### src/rtl/instr_queue_if.sv
// rtl/instr_queue_if.sv - fetch/issue/RS-status bundle for the instruction queue
// The queue uses the slave modport; the fetch/RS side uses master.
interface instr_queue_if #(
  parameter int DEPTH = 8
);
  logic                     in_valid;
  logic [31:0]              in_instr;
  logic                     in_ready;
  logic                     add_full;
  logic                     mul_full;
  logic                     flush;
  logic [31:0]              instr_out;
  logic                     issue_valid;
  logic [$clog2(DEPTH):0]   count;

  modport master (
    output in_valid, in_instr, add_full, mul_full, flush,
    input  in_ready, instr_out, issue_valid, count
  );

  modport slave (
    input  in_valid, in_instr, add_full, mul_full, flush,
    output in_ready, instr_out, issue_valid, count
  );
endinterface

### src/rtl/instr_queue.sv
// rtl/instr_queue.sv - in-order circular instruction queue feeding the decoder
// Issues the head only when its target reservation station has room, else drives NOP.
module instr_queue #(
  parameter int          DEPTH = 8,
  parameter logic [31:0] NOP   = 32'h00000013
) (
  input  logic         clk,
  input  logic         reset,
  instr_queue_if.slave bus
);
  localparam int AW = $clog2(DEPTH);
  localparam int CW = AW + 1;

  logic [31:0]   r_mem [DEPTH];
  logic [AW-1:0] r_rd_ptr;
  logic [AW-1:0] r_wr_ptr;
  logic [CW-1:0] r_count;
  logic [31:0]   r_instr_out;
  logic          r_issue_valid;

  logic [31:0]   w_head;
  logic          w_is_mul;
  logic          w_rs_full;
  logic          w_in_ready;
  logic          w_push;
  logic          w_pop;

  assign w_head     = r_mem[r_rd_ptr];
  assign w_is_mul   = (w_head[6:0] == 7'b0110011) && (w_head[31:25] == 7'b0000001);
  assign w_rs_full  = w_is_mul ? bus.mul_full : bus.add_full;
  assign w_in_ready = (r_count < CW'(DEPTH));
  assign w_push     = bus.in_valid && w_in_ready && !bus.flush;
  // A blocked head stalls everything behind it; there is no bypass.
  assign w_pop      = (r_count != '0) && !bus.flush && !w_rs_full;

  always_ff @(posedge clk) begin
    if (w_push && !reset) begin
      r_mem[r_wr_ptr] <= bus.in_instr;
    end
  end

  always_ff @(posedge clk) begin
    if (reset || bus.flush) begin
      r_rd_ptr      <= '0;
      r_wr_ptr      <= '0;
      r_count       <= '0;
      r_instr_out   <= NOP;
      r_issue_valid <= 1'b0;
    end else begin
      if (w_push) begin
        r_wr_ptr <= r_wr_ptr + 1'b1;
      end
      if (w_pop) begin
        r_rd_ptr      <= r_rd_ptr + 1'b1;
        r_instr_out   <= w_head;
        r_issue_valid <= 1'b1;
      end else begin
        r_instr_out   <= NOP;
        r_issue_valid <= 1'b0;
      end
      r_count <= r_count + CW'(w_push) - CW'(w_pop);
    end
  end

  assign bus.in_ready    = w_in_ready;
  assign bus.instr_out   = r_instr_out;
  assign bus.issue_valid = r_issue_valid;
  assign bus.count       = r_count;
endmodule

### src/flat_wrapper.sv
// flat-port wrapper written by rule: the top's interface ports become plain ports
module instr_queue_flat 
#(
  parameter int          DEPTH = 8,
  parameter logic [31:0] NOP   = 32'h00000013
)
  (clk, reset, bus_in_valid, bus_in_instr, bus_add_full, bus_mul_full, bus_flush, bus_in_ready, bus_instr_out, bus_issue_valid, bus_count);
  instr_queue_if #(.DEPTH(DEPTH)) bus_i ();
  input  logic clk;
  input  logic reset;
  input wire logic [$bits(bus_i.in_valid)-1:0] bus_in_valid;
  input wire logic [$bits(bus_i.in_instr)-1:0] bus_in_instr;
  input wire logic [$bits(bus_i.add_full)-1:0] bus_add_full;
  input wire logic [$bits(bus_i.mul_full)-1:0] bus_mul_full;
  input wire logic [$bits(bus_i.flush)-1:0] bus_flush;
  output wire logic [$bits(bus_i.in_ready)-1:0] bus_in_ready;
  output wire logic [$bits(bus_i.instr_out)-1:0] bus_instr_out;
  output wire logic [$bits(bus_i.issue_valid)-1:0] bus_issue_valid;
  output wire logic [$bits(bus_i.count)-1:0] bus_count;
  assign bus_i.in_valid = bus_in_valid;
  assign bus_i.in_instr = bus_in_instr;
  assign bus_i.add_full = bus_add_full;
  assign bus_i.mul_full = bus_mul_full;
  assign bus_i.flush = bus_flush;
  assign bus_in_ready = bus_i.in_ready;
  assign bus_instr_out = bus_i.instr_out;
  assign bus_issue_valid = bus_i.issue_valid;
  assign bus_count = bus_i.count;
  instr_queue #(.DEPTH(DEPTH), .NOP(NOP)) u_core (.clk(clk), .reset(reset), .bus(bus_i));
endmodule
### config.mk
export PLATFORM = sky130hd
export DESIGN_NAME = instr_queue_flat
export DESIGN_NICKNAME = d
export VERILOG_FILES = /design/src/rtl/instr_queue_if.sv /design/src/rtl/instr_queue.sv /design/src/flat_wrapper.sv
export SDC_FILE = /design/constraint.sdc
export NUM_CORES = 1
export LEC_CHECK = 0
export BUFFER_PORTS_ARGS = -buffer_cell sky130_fd_sc_hd__buf_2
export CAP_MARGIN = 20
export CORE_AREA = 3 3 216 218
export CTS_BUF_LIST = sky130_fd_sc_hd__clkbuf_8
export DETAILED_ROUTE_END_ITERATION = 10
export DIE_AREA = 0 0 219 221
export MAX_ROUTING_LAYER = met4
export PLACE_DENSITY = 0.49
export SLEW_MARGIN = 20
export SYNTH_ARGS = -nofsm -noshare
export SYNTH_HDL_FRONTEND = slang
export SYNTH_SLANG_ARGS = --single-unit
### constraint.sdc
create_clock -name clk -period 10.1 [get_ports clk]
set_input_delay 1.01 -clock clk [delete_from_list [all_inputs] [get_ports clk]]
set_output_delay 1.01 -clock clk [all_outputs]
set_load 0.05 [all_outputs]
==> impl_metrics.tcl, run 1 <==
set metrics [dict create \
    status "complete, no violations" \
    syn_area_mm2 0.0112 \
    cts_root_buffer "clkbuf_8" \
    start_util 0.249 \
    reg2reg_slack_ns 5.52 \
    clk_latency_ns 0.57 \
    final_area_mm2 0.0132 \
    yosysTopAreaCellShare 0.686 \
    via_per_inst 4.09 \
    num_rows 78 \
    reg2reg_depth 13 \
    numCtsBuffers 47 \
    cts_tree "yes" \
    crit_type "reg -> reg" \
    wl_um 23600 \
    yosysUniqueCellTypes 37 \
    mostFrequentLayoutCells "256 x edfxtp_1, 75 x buf_2, 56 x clkbuf_8" \
    finalClockSkew_ns 0.0316 \
    dp_cells 1190 \
    grt_pass1_vias 5618 \
    hold_viol 0 \
    cts_hold_buf 0 \
    overflow 0 \
    layout_commonest_cell "edfxtp_1" \
    critPathMaxFanout 36 \
    synth_nets 573 \
    antenna_found_initial 4 \
    placedInstanceArea_mm2 0.0123 \
    cts_sinks 302 \
    hold_class "reg -> reg" \
    syn_to_final_growth_pct 18.0 \
    clk_pin_slew_ns 0.06 \
    clock_tree.buffer_depth 3 \
    worst_pin_slew_ns 0.902 \
    ios 76 \
    dr.pass1.iters 4 \
    die_x_um 219 \
    seq_area_frac_synth 0.768 \
    p_per_area_mw_per_mm2 182 \
    hold_depth 2 \
    grt_util_all_layers 0.101 \
    grt_pass1_wl_um 35800 \
    worstHoldStart "u_core.r_rd_ptr[1]" \
    fin_cells 1279 \
    endpoint_kind "flop" \
    place_ws_ns 5.44 \
    maxSlewHeadroom 0.399 \
    num-nets-final 685 \
    worstPathCellList "buf_4, mux4_2, mux2i_1, nand4b_1, o41ai_1, nor2_1, ha_1, inv_1, ha_1, inv_1, fa_1, xor2_1, nor2_1" \
    port_buffers 75 \
    post_cts_buffers 0 \
    setup_tns_ns 0 \
    vias 5235 \
    fin_crit_ns 4.58 \
    synth_area_per_cell_um2 21.3 \
    drt_iter0_drc 356 \
    ir_drop_uv 97.2 \
    grt_max_degree 51 \
    worstPathArrival_ns 5.01 \
    synth_area_leaders "edfxtp_1 69%, mux4_2 9.6%, dfxtp_1 8.2%" \
    yosys_warnings 0 \
    setup.worst_path.start_class "flop" \
    timing.fmax_mhz 218 \
    maxCapViolCount 0 \
    die_area_mm2 0.0484 \
    rsz0062_at_grt "no" \
    wl_per_cell_um 18.4 \
    place_hpwl_um 12300 \
    cts_resized 0 \
    gp_congestion 0.676 \
    setup_viol 0 \
    drv_slew 0 \
    core_mm2 0.0451 \
    worst_slack_ns 5.52 \
    critical-path-slowest-cell "dfxtp_4" \
    total_leakage_power_nw 4.26 \
    max_stage_delay_ns 0.72 \
    drc 0 \
    synth_top_area_cell "edfxtp_1" \
    ys_ff_latch 302 \
    reg2reg_to "u_core.bus.count[2]" \
    ant_nets 0 \
    dieHeight_um 221 \
    ctsHtreeMaxLevel 2 \
    netlist_instances 527 \
    worst-endpoint-required_ns 10.53 \
    drive_gt1_frac 0.321 \
    finalCritPeriodShare 0.453 \
]
## cells by family after synthesis
kind of cell | after synthesis | synth area share
AOI/OAI and AO/OA | 15 | 0.00927
xor gates and xnor gates | 4 | 0.00313
adders and majority gates | 8 | 0.00960
buffers and inverters | 32 | 0.0174
DFF | 302 | 0.768
muxes | 96 | 0.163
and+or+nand+nor | 70 | 0.0299
## state kept, by name (all words and copies together), names as in the netlist, named ones only
signal                  count
u_core.r_rd_ptr             3
u_core.r_mem              256
u_core.r_wr_ptr             3
u_core.bus.instr_out       32
u_core.bus.issue_valid      1
u_core.bus.count            4
## worst max path at each step
stage / startpoint / to / slack, ns
after global placement: flop / u_core.bus.count[2] / 5.46
after global routing: flop / u_core.bus.count[2] / 4.98
after CTS: flop / u_core.bus.count[2] / 5.41
final: flop / u_core.bus.count[2] / 5.52
after floorplan: bus_flush / u_core.r_mem[0][0] / 5.76
after detailed placement: flop / u_core.bus.count[2] / 5.44
## synth_stat cells
master	count
a21o_1	1
a21oi_1	5
a31o_2	1
a31oi_1	2
and2_1	1
buf_1	6
buf_12	1
buf_2	5
buf_6	7
clkbuf_1	4
dfxtp_1	46
edfxtp_1	256
fa_1	1
ha_1	7
inv_1	8
inv_2	1
mux2i_1	32
mux4_1	16
mux4_2	48
nand2_1	6
nand2b_1	6
nand3_1	1
nand3b_1	1
nand4b_1	2
nand4bb_1	1
nor2_1	39
nor2_2	5
nor2b_1	1
nor3_1	2
o21ai_0	2
o41a_1	2
o41ai_1	2
or2_2	1
or3_1	3
or3b_1	1
xnor2_1	2
xor2_1	2
## critical path, delay by kind of cell, from the launching register on
kind                       cells  cell delay, ns
muxes                          2            0.82
xor gates and xnor gates       1            0.13
AOI/OAI and AO/OA              1            0.67
and+or+nand+nor                3            0.45
buffers and inverters          3            0.82
DFF                            1            0.72
adders and majority gates      3            0.82
## cell type report
cell class / count / area (µm²)
Multi-Input combinational cell: 193 / 2460
Fill cell: 4502 / 31900
Antenna cell: 4 / 10.0
Clock inverter: 29 / 124
Tap cell: 600 / 751
Timing Repair Buffer: 86 / 458
Inverter: 9 / 33.8
Clock buffer: 56 / 771
Sequential cell: 302 / 8610
## through the flow
step / utilization / power, mW / hold slack, ns
3_5_place_dp: 0.273 / 1.47 / 0.491
3_3_place_gp: 0.273 / 1.47 / 0.520
4_1_cts: 0.293 / 2.45 / 0.504
6_report: 0.293 / 2.40 / 0.506
2_1_floorplan: - / 1.44 / 0.472
5_1_grt: 0.293 / 2.52 / 0.531
## power breakdown
group	switching [mW]	total [mW]	internal, mW
registers	0.00452	1.37	1.36
logic	0.0504	0.0770	0.0266
clock network	0.459	0.962	0.503
total	0.514	2.40	1.89
## metal layers
layer  GRT usage  part of all wire  vias to the layer above
met5           -                 0                        -
met4      0.0253             0.014                        0
met3      0.0279             0.054                       28
met2       0.154              0.47                      126
met1       0.136              0.46                     2709
li1            -                 -                     2372
Note: power is estimated with default switching activity, not from simulation.
==> run 2: changes to the inputs <==
Settings changed: PLACE_DENSITY 0.49 to 0.51.
Clock period 10.1 ns to 3.7 ns, I/O delays scaled along.
==> impl_metrics.tcl, run 2 (same netlist as run 1, synthesis figures left out) <==
set metrics [dict create \
    status "complete, no violations" \
    vias 5319 \
    antenna_found_initial 6 \
    total_power_mw 6.60 \
    drv_slew 0 \
    grt_util_all_layers 0.102 \
    maxCapViolCount 0 \
    syn_to_final_growth_pct 20.8 \
    numCtsBuffers 46 \
    cts_tree "yes" \
    gp_congestion 0.717 \
    cts_sinks 302 \
    clock_tree.buffer_depth 3 \
    setup.worst_path.start_class "flop" \
    die_x_um 219 \
    drive_gt1_frac 0.359 \
    core_mm2 0.0451 \
    final_area_mm2 0.0135 \
    num_rows 78 \
    mostFrequentLayoutCells "256 x edfxtp_1, 75 x buf_2, 49 x mux4_2, 49 x clkbuf_8, 43 x dfxtp_1" \
    overflow 0 \
    clk_pin_slew_ns 0.06 \
    drt_iter0_drc 200 \
    reg2reg_to "u_core.bus.count[2]" \
    worst_pin_slew_ns 0.638 \
    num-nets-final 713 \
    worstPathCellList "buf_12, buf_12, mux4_2, mux2i_1, nand4b_1, o41a_1, nor2_1, ha_1, inv_1, ha_1, inv_1, fa_1, xor2_1, nor2_1" \
    cp_num_buf_inv 4 \
    fin_crit_ns 3.53 \
    crit_family "multiplexers" \
    worstHoldStart "bus_in_instr[18]" \
    reg2reg_depth 14 \
    regMostFlops "u_core.r_mem" \
    worstPathArrival_ns 3.97 \
    die_area_mm2 0.0484 \
    largest_register_ffs 256 \
    grt_pass1_wl_um 35500 \
    setup_viol 0 \
    worst-endpoint-required_ns 4.14 \
    cts_hold_buf 0 \
    worst_slack_ns 0.174 \
    drc 0 \
    grt_pass1_vias 5652 \
    maxSlewHeadroom 0.575 \
    critPathMaxFanout 9 \
    wl_um 23900 \
    dr.pass1.iters 4 \
    hold_depth 1 \
    ctsHtreeMaxLevel 2 \
    ant_nets 0 \
    ios 76 \
    start_util 0.249 \
    max_stage_delay_ns 0.50 \
    place_ws_ns 0.0932 \
    timing.fmax_mhz 284 \
    clk_latency_ns 0.58 \
    cts_root_buffer "clkbuf_8" \
    place_hpwl_um 13200 \
    finalCritPeriodShare 0.953 \
    min_to "u_core.r_mem[6][18]" \
    reg2reg_slack_ns 0.17 \
    total_leakage_power_nw 4.41 \
    crit_type "reg -> reg" \
    dieHeight_um 221 \
    placedInstanceArea_mm2 0.0125 \
    port_buffers 75 \
    via_per_inst 4.06 \
    p_per_area_mw_per_mm2 487 \
    endpoint_kind "flop" \
    finalClockSkew_ns 0.0257 \
    ir_drop_uv 195 \
    grt_max_degree 38 \
    hold_viol 0 \
    layout_commonest_cell "edfxtp_1" \
    setup_tns_ns 0 \
    wl_per_cell_um 18.2 \
    hold_class "in -> reg" \
    utilization 0.300 \
    critical-path-slowest-cell "mux4_2" \
    rsz0062_at_grt "no" \
]
==> run 2: cell types whose count changed in the layout (fill, tap and decap cells not counted), moves of 2 or more <==
cell / change
buf_12: +5
buf_4: +24
mux2i_2: +2
nor3_4: +2
clkbuf_8: -7
clkinv_2: +8
nor3_2: -2
inv_1: -4
bufinv_16: +2
diode_2: +2
mux2i_1: -2
==> run 2: final cells by class <==
type,count,area [µm²]
antenna,6,15.0
clock buffer,49,674
clock inverter,36,215
fill,4407,31600
inverter,9,33.8
multi-input combinational,193,2500
sequential,302,8610
tap,600,751
timing repair buffer,115,738
==> run 2: worst max path at each step <==
stage | slack (ns) | cells after the start | endpoint | startpoint
6_report | 0.17 | 14 | u_core.bus.count[2] | flop
5_1_grt | 0.005 | 14 | u_core.bus.count[2] | flop
3_3_place_gp | 0.11 | 13 | u_core.bus.count[2] | flop
4_1_cts | 0.06 | 13 | u_core.bus.count[2] | flop
2_1_floorplan | 0.28 | 14 | u_core.bus.count[2] | flop
3_5_place_dp | 0.09 | 13 | u_core.bus.count[2] | flop
==> run 2: metal layers <==
layer	wire, µm	track usage
met1	10200	0.119
met2	12000	0.168
met3	1240	0.0288
met4	520	0.0335
met5	0	-
==> run 2: through the flow <==
step	hold slack, ns	cells
final	0.0683	1310
after floorplan	0.469	527
after detailed placement	0.517	1207
after global placement	0.513	1207
after global routing	0.0368	1310
after CTS	0.0123	1292
==> run 2: timing repair <==
item | CTS | global route
buffers inserted | 0 | 12
resized for setup | 0 | 6
setup endpoints to repair | 0 | 3
==> run 2: where the power goes <==
part	switching (mW)	internal, mW
sequential	0.00912	3.71
combinational	0.147	0.0883
clock	1.26	1.38
total	1.42	5.18
==> run 3: changes to the inputs <==
Settings changed: CORE_AREA 3 3 216 218 to 3 3 304 156, DIE_AREA 0 0 219 221 to 0 0 307 159.
==> impl_metrics.tcl, run 3 (same netlist as run 1, synthesis figures left out) <==
set metrics [dict create \
    critPathMaxFanout 10 \
    maxSlewHeadroom 0.571 \
    rsz0062_at_grt "no" \
    endpoint_kind "flop" \
    via_per_inst 4.10 \
    finalClockSkew_ns 0.0178 \
    status "complete, no violations" \
    clock_tree.buffer_depth 3 \
    crit_end "u_core.bus.count[2]" \
    placedInstanceArea_mm2 0.0125 \
    crit_type "reg -> reg" \
    hold_class "in -> reg" \
    start_util 0.249 \
    layout_commonest_cell "edfxtp_1" \
    seqPwrFrac 0.574 \
    regMostFlops "u_core.r_mem" \
    dieHeight_um 159 \
    ant_nets 0 \
    largest_register_ffs 256 \
    worst_pin_slew_ns 0.644 \
    setup_tns_ns 0 \
    final_area_mm2 0.0134 \
    hold_depth 1 \
    drc 0 \
    core_mm2 0.0449 \
    grt_pass1_wl_um 36000 \
    p_per_area_mw_per_mm2 483 \
    finalCritPeriodShare 0.945 \
    worstPathCellList "buf_12, mux4_1, mux2i_2, nand4bb_1, buf_4, o41ai_4, nor2_2, ha_1, inv_1, ha_1, inv_1, fa_1, xor2_1, nor2_1" \
    setup.worst_path.start_class "flop" \
    worstPathArrival_ns 3.93 \
    syn_to_final_growth_pct 19.9 \
    hold_viol 0 \
    overflow 0 \
    max_stage_delay_ns 0.57 \
    ios 76 \
    vias 5316 \
    clk_pin_slew_ns 0.07 \
    ctsHtreeMaxLevel 2 \
    fin_crit_ns 3.50 \
    num-nets-final 706 \
    drive_gt1_frac 0.333 \
    grt_util_all_layers 0.100 \
    place_hpwl_um 13200 \
    reg2reg_depth 14 \
    grt_pass1_vias 5885 \
    maxCapViolCount 0 \
    p_sw_mw 1.39 \
    cts_root_buffer "clkbuf_8" \
    cts_tree "yes" \
    numCtsBuffers 47 \
    gp_congestion 0.716 \
    power.internal_mw 5.10 \
    die_area_mm2 0.0488 \
    port_buffers 75 \
    clk_latency_ns 0.56 \
    antenna_found_initial 2 \
    dr.pass1.iters 4 \
    cts_hold_buf 0 \
    total_leakage_power_nw 4.40 \
    critical-path-slowest-cell "mux4_1" \
    grt_max_degree 39 \
    cp_num_buf_inv 4 \
    crit_family "adder cells" \
    power_switching_share 0.214 \
    die_x_um 307 \
    num_rows 55 \
    worst-endpoint-required_ns 4.14 \
    reg2reg_slack_ns 0.20 \
    wl_per_cell_um 18.2 \
    combPwrFrac 0.035 \
    power_frac_clock 0.391 \
    mostFrequentLayoutCells "256 x edfxtp_1, 75 x buf_2, 49 x clkbuf_8" \
    drv_slew 0 \
    reg2reg_to "u_core.bus.count[2]" \
    timing.fmax_mhz 286 \
    ir_drop_uv 192 \
    drt_iter0_drc 267 \
    cts_sinks 302 \
    worst-path-stages 14 \
    setup_viol 0 \
    wl_um 23600 \
]
run 3: cell type report:
type	instances	area [µm²]
fillers	4386	31500
flip-flops and latches	302	8610
multi-input cells	193	2500
well taps	598	748
clock buffers	49	674
repair buffers	107	669
clock inverters	37	190
inverters	9	33.8
diodes	2	5.00
run 3: stage by stage:
step / hold slack [ns] / worst slack, ns / cells / total power, mW / util
global placement: 0.497 / 0.190 / 1201 / 4.01 / 0.277
floorplan: 0.469 / 0.278 / 527 / 3.93 / -
CTS: 0.0363 / 0.0481 / 1287 / 6.58 / 0.297
global route: 0.0536 / 0.0151 / 1297 / 6.79 / 0.299
detailed placement: 0.507 / 0.0715 / 1201 / 4.02 / 0.277
finish: 0.0799 / 0.204 / 1297 / 6.49 / 0.299
run 3: per-layer routing:
metal / up-vias / part of all wire / GRT usage
met1: 2756 / 0.43 / 0.120
met5: - / 0 / -
met4: 0 / 0.028 / 0.0358
met2: 98 / 0.51 / 0.168
li1: 2408 / - / -
met3: 54 / 0.036 / 0.0202
run 3: worst min-delay path by stage:
stage	slack [ns]	end	startpoint
2_1_floorplan	0.47	u_core.r_mem[0][0]	bus_in_instr[0]
3_3_place_gp	0.50	flop	u_core.r_rd_ptr[1]
3_5_place_dp	0.51	flop	u_core.r_rd_ptr[1]
4_1_cts	0.04	u_core.r_mem[4][27]	bus_in_instr[27]
5_1_grt	0.05	u_core.r_mem[6][4]	bus_in_instr[4]
6_report	0.08	u_core.r_mem[4][27]	bus_in_instr[27]
run 3: power groups by stage:
stage / logic (mW) / registers (mW) / clock network (mW)
final: 0.230 / 3.72 / 2.54
after global routing: 0.253 / 3.72 / 2.81
after CTS: 0.226 / 3.72 / 2.63
after detailed placement: 0.225 / 3.80 / 0
after global placement: 0.219 / 3.80 / 0
after floorplan: 0.0988 / 3.83 / 0
run 3: worst reg2reg max path, cell delays in order, from the launching register on:
cell and delay (ns):
dfxtp_4 0.40, buf_12 0.15, mux4_1 0.57, mux2i_2 0.20, nand4bb_1 0.26, buf_4 0.23, o41ai_4 0.35, nor2_2 0.09
ha_1 0.28, inv_1 0.06, ha_1 0.16, inv_1 0.05, fa_1 0.38, xor2_1 0.15, nor2_1 0.05
run 3: repair_timing:
action,4_1_cts,5_1_grt
gates resized for setup,0,6
setup endpoints to repair,0,3
buffers inserted,0,8
